## src/rtl/uart_pkg.sv

```systemverilog
// rtl/uart_pkg.sv - shared types and constants for the UART receiver
// Purpose: FSM state encoding, default bit period and frame geometry.
// Optional feature macro: UART_RX_PARITY_EN (one even-parity bit after bit 7).
package uart_pkg;

  // 50 MHz system clock / 115200 baud
  localparam int unsigned CLKS_PER_BIT_DEFAULT = 434;

  localparam int unsigned DATA_BITS = 8;
`ifdef UART_RX_PARITY_EN
  localparam int unsigned PARITY_BITS = 1;
`else
  localparam int unsigned PARITY_BITS = 0;
`endif

  // start + data + optional parity + one stop bit
  localparam int unsigned FRAME_BITS = 1 + DATA_BITS + PARITY_BITS + 1;

  typedef enum logic [2:0] {
    ST_IDLE      = 3'd0,
    ST_START     = 3'd1,
    ST_DATA      = 3'd2,
`ifdef UART_RX_PARITY_EN
    ST_PARITY    = 3'd3,
`endif
    ST_STOP      = 3'd4,
    ST_WAIT_HIGH = 3'd5
  } uart_state_e;

endpackage

```

## src/rtl/sync_2ff.sv

```systemverilog
// rtl/sync_2ff.sv - two-flop synchronizer for one asynchronous bit
// Ports: clk_i system clock, rst_ni async active-low reset,
//        d_i asynchronous input, q_o synchronized output.
// Both flops load RESET_VAL while reset is asserted.
module sync_2ff #(
  parameter logic RESET_VAL = 1'b1
) (
  input  logic clk_i,
  input  logic rst_ni,
  input  logic d_i,
  output logic q_o
);

  logic meta_q;
  logic sync_q;

  always_ff @(posedge clk_i or negedge rst_ni) begin
    if (!rst_ni) begin
      meta_q <= RESET_VAL;
      sync_q <= RESET_VAL;
    end else begin
      meta_q <= d_i;
      sync_q <= meta_q;
    end
  end

  assign q_o = sync_q;

endmodule

```

## src/rtl/uart_rx.sv

```systemverilog
// rtl/uart_rx.sv - 8-bit UART receiver, LSB first, one stop bit
// Ports: clk          system clock
//        rst_n        async active-low reset
//        rx           asynchronous serial line (idles high)
//        data_out     last correctly framed byte
//        data_rdy     one-cycle strobe when data_out updates
//        framing_err  one-cycle strobe when the stop bit samples low
//        parity_err   one-cycle strobe on even-parity mismatch (0 without parity)
// Optional feature macro: UART_RX_PARITY_EN adds an even-parity bit after bit 7.
module uart_rx
  import uart_pkg::*;
#(
  parameter int unsigned CLKS_PER_BIT = CLKS_PER_BIT_DEFAULT
) (
  input  logic       clk,
  input  logic       rst_n,
  input  logic       rx,
  output logic [7:0] data_out,
  output logic       data_rdy,
  output logic       framing_err,
  output logic       parity_err
);

  localparam int unsigned CW       = $clog2(CLKS_PER_BIT);
  // index of the last data bit: frame minus start, stop and parity bits
  localparam int unsigned LAST_IDX = FRAME_BITS - PARITY_BITS - 3;

  localparam logic [CW-1:0] HALF_LAST = CW'(CLKS_PER_BIT / 2 - 1);
  localparam logic [CW-1:0] BIT_LAST  = CW'(CLKS_PER_BIT - 1);

  logic rx_s;

  sync_2ff #(.RESET_VAL(1'b1)) u_sync (
    .clk_i  (clk),
    .rst_ni (rst_n),
    .d_i    (rx),
    .q_o    (rx_s)
  );

  uart_state_e          state_q, state_d;
  logic [CW-1:0]        cnt_q, cnt_d;
  logic [2:0]           idx_q, idx_d;
  logic [DATA_BITS-1:0] shift_q, shift_d;
  logic [7:0]           data_out_q, data_out_d;
  logic                 data_rdy_q, data_rdy_d;
  logic                 framing_err_q, framing_err_d;
  logic                 bit_done;

`ifdef UART_RX_PARITY_EN
  logic par_bit_q, par_bit_d;
  logic parity_err_q, parity_err_d;
  logic parity_bad;

  // even parity: received parity bit must equal the XOR of the data bits
  assign parity_bad = par_bit_q ^ (^shift_q);
`endif

  assign bit_done = (cnt_q == BIT_LAST);

  always_ff @(posedge clk or negedge rst_n) begin
    if (!rst_n) begin
      state_q       <= ST_IDLE;
      cnt_q         <= '0;
      idx_q         <= '0;
      shift_q       <= '0;
      data_out_q    <= 8'h00;
      data_rdy_q    <= 1'b0;
      framing_err_q <= 1'b0;
`ifdef UART_RX_PARITY_EN
      par_bit_q     <= 1'b0;
      parity_err_q  <= 1'b0;
`endif
    end else begin
      state_q       <= state_d;
      cnt_q         <= cnt_d;
      idx_q         <= idx_d;
      shift_q       <= shift_d;
      data_out_q    <= data_out_d;
      data_rdy_q    <= data_rdy_d;
      framing_err_q <= framing_err_d;
`ifdef UART_RX_PARITY_EN
      par_bit_q     <= par_bit_d;
      parity_err_q  <= parity_err_d;
`endif
    end
  end

  always_comb begin
    state_d       = state_q;
    cnt_d         = cnt_q;
    idx_d         = idx_q;
    shift_d       = shift_q;
    data_out_d    = data_out_q;
    data_rdy_d    = 1'b0;
    framing_err_d = 1'b0;
`ifdef UART_RX_PARITY_EN
    par_bit_d     = par_bit_q;
    parity_err_d  = 1'b0;
`endif

    unique case (state_q)
      ST_IDLE: begin
        if (!rx_s) begin
          state_d = ST_START;
          cnt_d   = '0;
        end
      end

      // sample near the middle of the start bit to reject short glitches
      ST_START: begin
        if (cnt_q == HALF_LAST) begin
          cnt_d   = '0;
          state_d = rx_s ? ST_IDLE : ST_DATA;
        end else begin
          cnt_d = cnt_q + 1'b1;
        end
      end

      ST_DATA: begin
        if (bit_done) begin
          cnt_d   = '0;
          shift_d = {rx_s, shift_q[DATA_BITS-1:1]};
          idx_d   = idx_q + 3'd1;  // wraps 7 -> 0 on the last bit
          if (idx_q == 3'(LAST_IDX)) begin
`ifdef UART_RX_PARITY_EN
            state_d = ST_PARITY;
`else
            state_d = ST_STOP;
`endif
          end
        end else begin
          cnt_d = cnt_q + 1'b1;
        end
      end

`ifdef UART_RX_PARITY_EN
      ST_PARITY: begin
        if (bit_done) begin
          cnt_d     = '0;
          par_bit_d = rx_s;
          state_d   = ST_STOP;
        end else begin
          cnt_d = cnt_q + 1'b1;
        end
      end
`endif

      // outcome strobes are registered, so they appear the cycle after this sample
      ST_STOP: begin
        if (bit_done) begin
          cnt_d = '0;
          if (!rx_s) begin
            framing_err_d = 1'b1;
            state_d       = ST_WAIT_HIGH;
`ifdef UART_RX_PARITY_EN
          end else if (parity_bad) begin
            parity_err_d = 1'b1;
            state_d      = ST_IDLE;
`endif
          end else begin
            data_out_d = shift_q;
            data_rdy_d = 1'b1;
            state_d    = ST_IDLE;
          end
        end else begin
          cnt_d = cnt_q + 1'b1;
        end
      end

      // a held-low line (break) must not be read as a new start bit
      ST_WAIT_HIGH: begin
        if (rx_s) begin
          state_d = ST_IDLE;
        end
      end

      default: begin
        state_d = ST_IDLE;
      end
    endcase
  end

  assign data_out    = data_out_q;
  assign data_rdy    = data_rdy_q;
  assign framing_err = framing_err_q;
`ifdef UART_RX_PARITY_EN
  assign parity_err  = parity_err_q;
`else
  assign parity_err  = 1'b0;
`endif

endmodule
```

## config.mk

```make
export PLATFORM = sky130hd
export DESIGN_NAME = uart_rx
export DESIGN_NICKNAME = d
export VERILOG_FILES = /design/src/rtl/uart_pkg.sv /design/src/rtl/sync_2ff.sv /design/src/rtl/uart_rx.sv
export SDC_FILE = /design/constraint.sdc
export NUM_CORES = 1
export LEC_CHECK = 0
export CELL_PAD_IN_SITES_DETAIL_PLACEMENT = 1
export CELL_PAD_IN_SITES_GLOBAL_PLACEMENT = 1
export CORE_MARGIN = 4
export CORE_UTILIZATION = 42
export DETAILED_ROUTE_END_ITERATION = 8
export GPL_ROUTABILITY_DRIVEN = 0
export GPL_TIMING_DRIVEN = 0
export HOLD_SLACK_MARGIN = 0.05
export MAX_ROUTING_LAYER = met4
export PLACE_DENSITY_LB_ADDON = 0.1
export SLEW_MARGIN = 10
export SYNTH_ARGS = -nofsm -noshare
export SYNTH_HDL_FRONTEND = slang
export SYNTH_SLANG_ARGS = --single-unit
```

## constraint.sdc

```tcl
create_clock -name clk -period 1.53 [get_ports clk]
set_clock_uncertainty 0.05 [all_clocks]
set_input_delay 0.306 -clock clk [delete_from_list [all_inputs] [get_ports clk]]
set_output_delay 0.306 -clock clk [all_outputs]
set_load 0.005 [all_outputs]
```

# Word level (Yosys, flattened, before mapping)
# Cells that the tools add are included.
dict set report totals {
  reg_bits 35
  latchBits 0
  mem_bits_rw 0
  mem_bits_ro 0
  inputBits 3
  output_inout_bits 11
  wordCells 50
  memories 0
}
dict set report classes {
  add_sub_neg 2
  mul 0
  div_mod_pow 0
  order_cmp 0
  eq_ne 13
  shift 0
  muxes 19
  bitwise 0
  reduce_logical 7
}
# op n
set op_table {}
lappend op_table {{$mux 9} 3}
lappend op_table {{$pmux 9 s3} 1}
lappend op_table {{$mux 3} 7}
lappend op_table {{$pmux 3 s5} 1}
lappend op_table {{$ne 2x2->1 const B} 5}
lappend op_table {{$add 9x1->9 const B} 1}
lappend op_table {{$eq 3x3->1 const B} 3}
lappend op_table {{$eq 9x8->1 const B} 1}
lappend op_table {{$eq 9x9->1 const B} 1}
lappend op_table {{$mux 1} 6}
lappend op_table {{$reduce_and 6->1} 1}
lappend op_table {{$reduce_and 2->1} 2}
lappend op_table {{$add 3x1->3 const B} 1}
lappend op_table {{$eq 3x1->1 const B} 1}
lappend op_table {{$eq 3x2->1 const B} 1}
lappend op_table {{$logic_not 3->1} 1}
lappend op_table {{$reduce_and 3->1} 1}
lappend op_table {{$reduce_bool 3->1} 1}
lappend op_table {{$mux 2} 1}
lappend op_table {{$ne 2x1->1 const B} 1}
lappend op_table {{$reduce_or 2->1} 1}

# Longest topological paths before layout
# Gate-level depths: netlist of the first run.
dict set report depth {
  depth_word 4
  depth_mapped 7
  ltp_nobuf 6
}

# Hierarchy
# A second synthesis of the first run with hierarchy kept.
dict set report hier_totals {
  cells_unflattened 148
  hier_area_um2 1732.9
}
# mod n_inst cells_per_inst area_each_um2 seq_area_each_um2
set modules_own_cells {}
lappend modules_own_cells {uart_rx 1 146 1680.4 825.8}
lappend modules_own_cells {sync_2ff 1 2 52.6 52.6}

# Least setup slack after synthesis of the first run
# No wires, ideal clock.
dict set report synth_path {
  path_kind {register to register}
  start {reg cnt_q[1]}
  end {reg idx_q[1]}
  setup_time_ns 0.125
  arrival_ns 1.443
  required_time_ns 1.355
  setup_slack_ns -0.088
  path_stages_with_launch 8
  path_buffers 1
  synth_period_minus_slack_ns 1.618
  cell_sequence {dfrtp_1 -> inv_1 -> ha_1 -> nand4b_1 -> nor2_2 -> nand3_2 -> buf_6 -> mux2_4}
}
dict set report synth_via {
  elab_chain_cells 2
}
# element line_no
set synth_lines {}
lappend synth_lines {{from (decl)} uart_rx.sv:41} ;# logic [CW-1:0] cnt_q, cnt_d;
lappend synth_lines {{from (signal assigned)} uart_rx.sv:75} ;# cnt_q <= cnt_d;
lappend synth_lines {{$eq 9x9->1} uart_rx.sv:58} ;# assign bit_done = (cnt_q == BIT_LAST);
lappend synth_lines {{$reduce_and 2->1 (no source line)} n/a}
lappend synth_lines {{to (signal assigned)} uart_rx.sv:76} ;# idx_q <= idx_d;
lappend synth_lines {{to (decl)} uart_rx.sv:42} ;# logic [2:0] idx_q, idx_d;
# Every way passes these cells.
# A chain may end at the register's enable or synchronous reset.

# Worst setup path in the final report of the first run
dict set report layout_path {
  start {reg cnt_q[1]}
  end {reg idx_q[2]}
}
# The elaborated chain is that of the path after synthesis.

==> results_dict.tcl, run 1 <==
set metrics [dict create \
    outcome "complete, but fails checks" \
    violations "negative setup slack" \
    drt_wl_total_um 4120 \
    wl_per_cell_um 17.5 \
    ant_nets 0 \
    synth-edff-count 0 \
    grt_pass1_vias 1339 \
    io_buffers 12 \
    rows 23 \
    ctsHoldBuffers 0 \
    cts_tree "done" \
    max_freq_mhz 588 \
    met3_length_um 189 \
    power_per_cell_area_mw_per_mm2 777 \
    synth_most_common_cell "dfrtp_1" \
    die_x_um 73.3 \
    syn-instance-count 150 \
    rrSetupSlack_ns -0.17 \
    stdcell_area_mm2 0.00235 \
    nets 193 \
    final_cells 236 \
    remaining_drc_errors 0 \
    synth.top_cells.by_count "33 x dfrtp_1, 14 x nand2_1, 10 x mux2_2, 8 x mux2_4, 7 x nor2_1" \
    fin_ws_ns -0.170 \
    rsz0062_at_grt "yes" \
    tightest_slew_ns 0.801 \
    slew_headroom_pct 46.6 \
    fin_util_pct 58.0 \
    min_period_ns 1.70 \
    grtUsageTotal_pct 18.1 \
    areaGrowthSynthToFinish_pct 31.4 \
    dr.pass1.iters 4 \
    syn_nets 158 \
    place_inst 212 \
    wl_met2_um 2090 \
    maxSlewViolCount 0 \
    cp-end-kind "flip-flop" \
    yosys_most_used_dff "dfrtp_1" \
    grt_pass1_wl_um 6970 \
    hold_viol_final 0 \
    core-area_mm2 0.00406 \
    max_cap_violations 0 \
    synth_cell_type_count 46 \
    drt_iter0_drc 37 \
    finalCritPeriodShare_pct 111 \
    startpoint_type "flip-flop" \
    io_pins 14 \
    die_h_um 73.3 \
    yosysTopAreaCellShare_pct 46.1 \
    syn_avg_cell_area_um2 11.9 \
    synth.cell_area_mm2 0.00179 \
    ys_ff_latch 35 \
    cp_data_arrival_time_ns 1.82 \
    grt_max_degree 36 \
    synth_area_leaders "dfrtp_1 46%, mux2_4 6.7%, mux2_2 6.3%" \
    clk_pin_slew_worst_paths_ns 0.08 \
    detail_route.vias_per_cell 5.34 \
    hpwl_um 2520 \
    clockBufferDepth 2 \
    cts.sinks 35 \
    path_max_fanout 10 \
    drive_above_1_share_pct 43.0 \
    setup_tns_ns -3.52 \
    hp-class "in -> async" \
    diodes 0 \
    finalSetupViolCount 28 \
    htreeDepth 2 \
    cts_buffers 5 \
    crit_type "reg -> reg" \
    placed_area_mm2 0.00197 \
    start_util_pct 44.2 \
    yosysTopAreaCell "dfrtp_1" \
    antenna_found_initial 0 \
    ir_drop_mv 0.507 \
    ys_seq_area_share_pct 49.0 \
    cts-root-buf "clkbuf_8" \
    dieArea_mm2 0.00538 \
    worstPathRequired_ns 1.66 \
    async_reset_ff_share_pct 100 \
    dp_slack_ns -0.266 \
    ys.warnings.count 0 \
    num_vias 1260 \
    fill_cells 412 \
    grt-ovfl-total 0 \
    power_leakage_uw 0.00125 \
    clk_latency_ns 0.30 \
    met1_length_um 1760 \
    maxUsedRoutingLayer "met4" \
]
==> worst max-delay path, cell delays in order, from the launching register on <==
cell      delay (ns)
dfrtp_1         0.40
inv_2           0.10
ha_4            0.15
nand4b_1        0.14
nor2_2          0.15
nand3_2         0.11
buf_12          0.18
mux2_4          0.30
==> cell families after synthesis <==
kind of cell	count (synthesis)	share of synthesized area (%)
other	1	0.209
buffers and inverters	14	4.96
AOI/OAI and AO/OA	24	10.3
DFF	35	49.0
and+or+nand+nor	49	17.0
adders and majority gates	5	3.49
muxes	18	13.0
xor gates and xnor gates	4	1.96
==> final cells by class <==
type                       instances  area [µm²]  area share, %
sequential                        35         886           37.6
inverter                           6        22.5          0.957
clock buffer                       6        82.6           3.51
buffer                             7        76.3           3.24
multi-input combinational        101         923           39.2
tap                               50        62.6           2.66
clock inverter                     2        35.0           1.49
timing repair buffer              29         265           11.3
==> state kept, by name, summed over array words and instances (netlist names) <==
| signal | cells |
|---|---|
| cnt_q | 9 |
| data_out | 8 |
| data_rdy | 1 |
| framing_err | 1 |
| idx_q | 3 |
| shift_q | 8 |
| state_q | 3 |
| u_sync.meta_q | 1 |
| u_sync.q_o | 1 |
==> metal layers <==
metal	GRT usage, %	vias to the layer above
li1	-	599
met1	21.5	633
met2	29.1	22
met3	4.92	6
met4	7.24	0
met5	-	-
==> cell usage in the layout, fill, tap and decap left out, drive strengths merged, types with 2 or more instances in the layout <==
master and count:
nand2 14, and2 2, dfstp 2, nand3 5
o21ai 7, nor3 3, xnor2 3, o22ai 4
nor2b 2, dfrtp 33, a21oi 3, clkdlybuf4s50 2
dlymetal6s2s 9, nand2b 4, mux2 18, inv 6
clkbuf 6, buf 25, nor2 9, ha 5
nand4 2, o211ai 3
==> where the power goes <==
group	internal [µW]	leakage (µW)	switching, µW
Sequential	930	0.000460	3.34
Clock	527	0.0000612	344
Combinational	6.02	0.000728	19.9
Total	1460	0.00125	367
==> stage by stage <==
step                      hold WS [ns]  power [µW]
after floorplan                -0.0396         954
after global placement           0.296         977
after detailed placement         0.297         977
after CTS                       0.0617        1840
after global routing            0.0972        1900
final                           0.0467        1830
==> what timing repair did <==
| item | CTS | global route |
|---|---|---|
| pin swaps | 18 | 9 |
| setup endpoints to repair | 31 | 42 |
| setup buffers | 12 | 5 |
| resized for setup | 29 | 13 |
| endpoints found under the hold margin | 0 | 0 |
| gates cloned | 0 | 0 |
==> worst paths after layout <==
path,startpoint,endpoint,cells past startpoint
hold / removal,rst_n,cnt_q[1],1
hold reg to reg,u_sync.meta_q,u_sync.q_o,0
setup reg to reg,cnt_q[1],idx_q[2],7
setup / recovery,cnt_q[1],idx_q[2],7
max in group asynchronous,rst_n,cnt_q[6],1
min in group clk,u_sync.meta_q,u_sync.q_o,0
(Power assumes the default switching activity.)
==> run 2: changes to the inputs <==
--- a/config.mk
+++ b/config.mk
@@ -5,6 +5,7 @@
 export SDC_FILE = /design/constraint.sdc
 export NUM_CORES = 1
 export LEC_CHECK = 0
+export ABC_CLOCK_PERIOD_IN_PS = 1530
 export CELL_PAD_IN_SITES_DETAIL_PLACEMENT = 1
 export CELL_PAD_IN_SITES_GLOBAL_PLACEMENT = 1
 export CORE_MARGIN = 4
==> results of run 2 <==
The final DEF is identical to that of run 1; final timing and power are the same.
==> run 3: changes to the inputs <==
--- a/config.mk
+++ b/config.mk
@@ -16,6 +16,7 @@
 export HOLD_SLACK_MARGIN = 0.05
 export MAX_ROUTING_LAYER = met4
 export PLACE_DENSITY_LB_ADDON = 0.1
+export SKIP_LAST_GASP = 1
 export SLEW_MARGIN = 10
 export SYNTH_ARGS = -nofsm -noshare
 export SYNTH_HDL_FRONTEND = slang
==> results of run 3 <==
The final DEF is identical to that of run 1; final timing and power are the same.
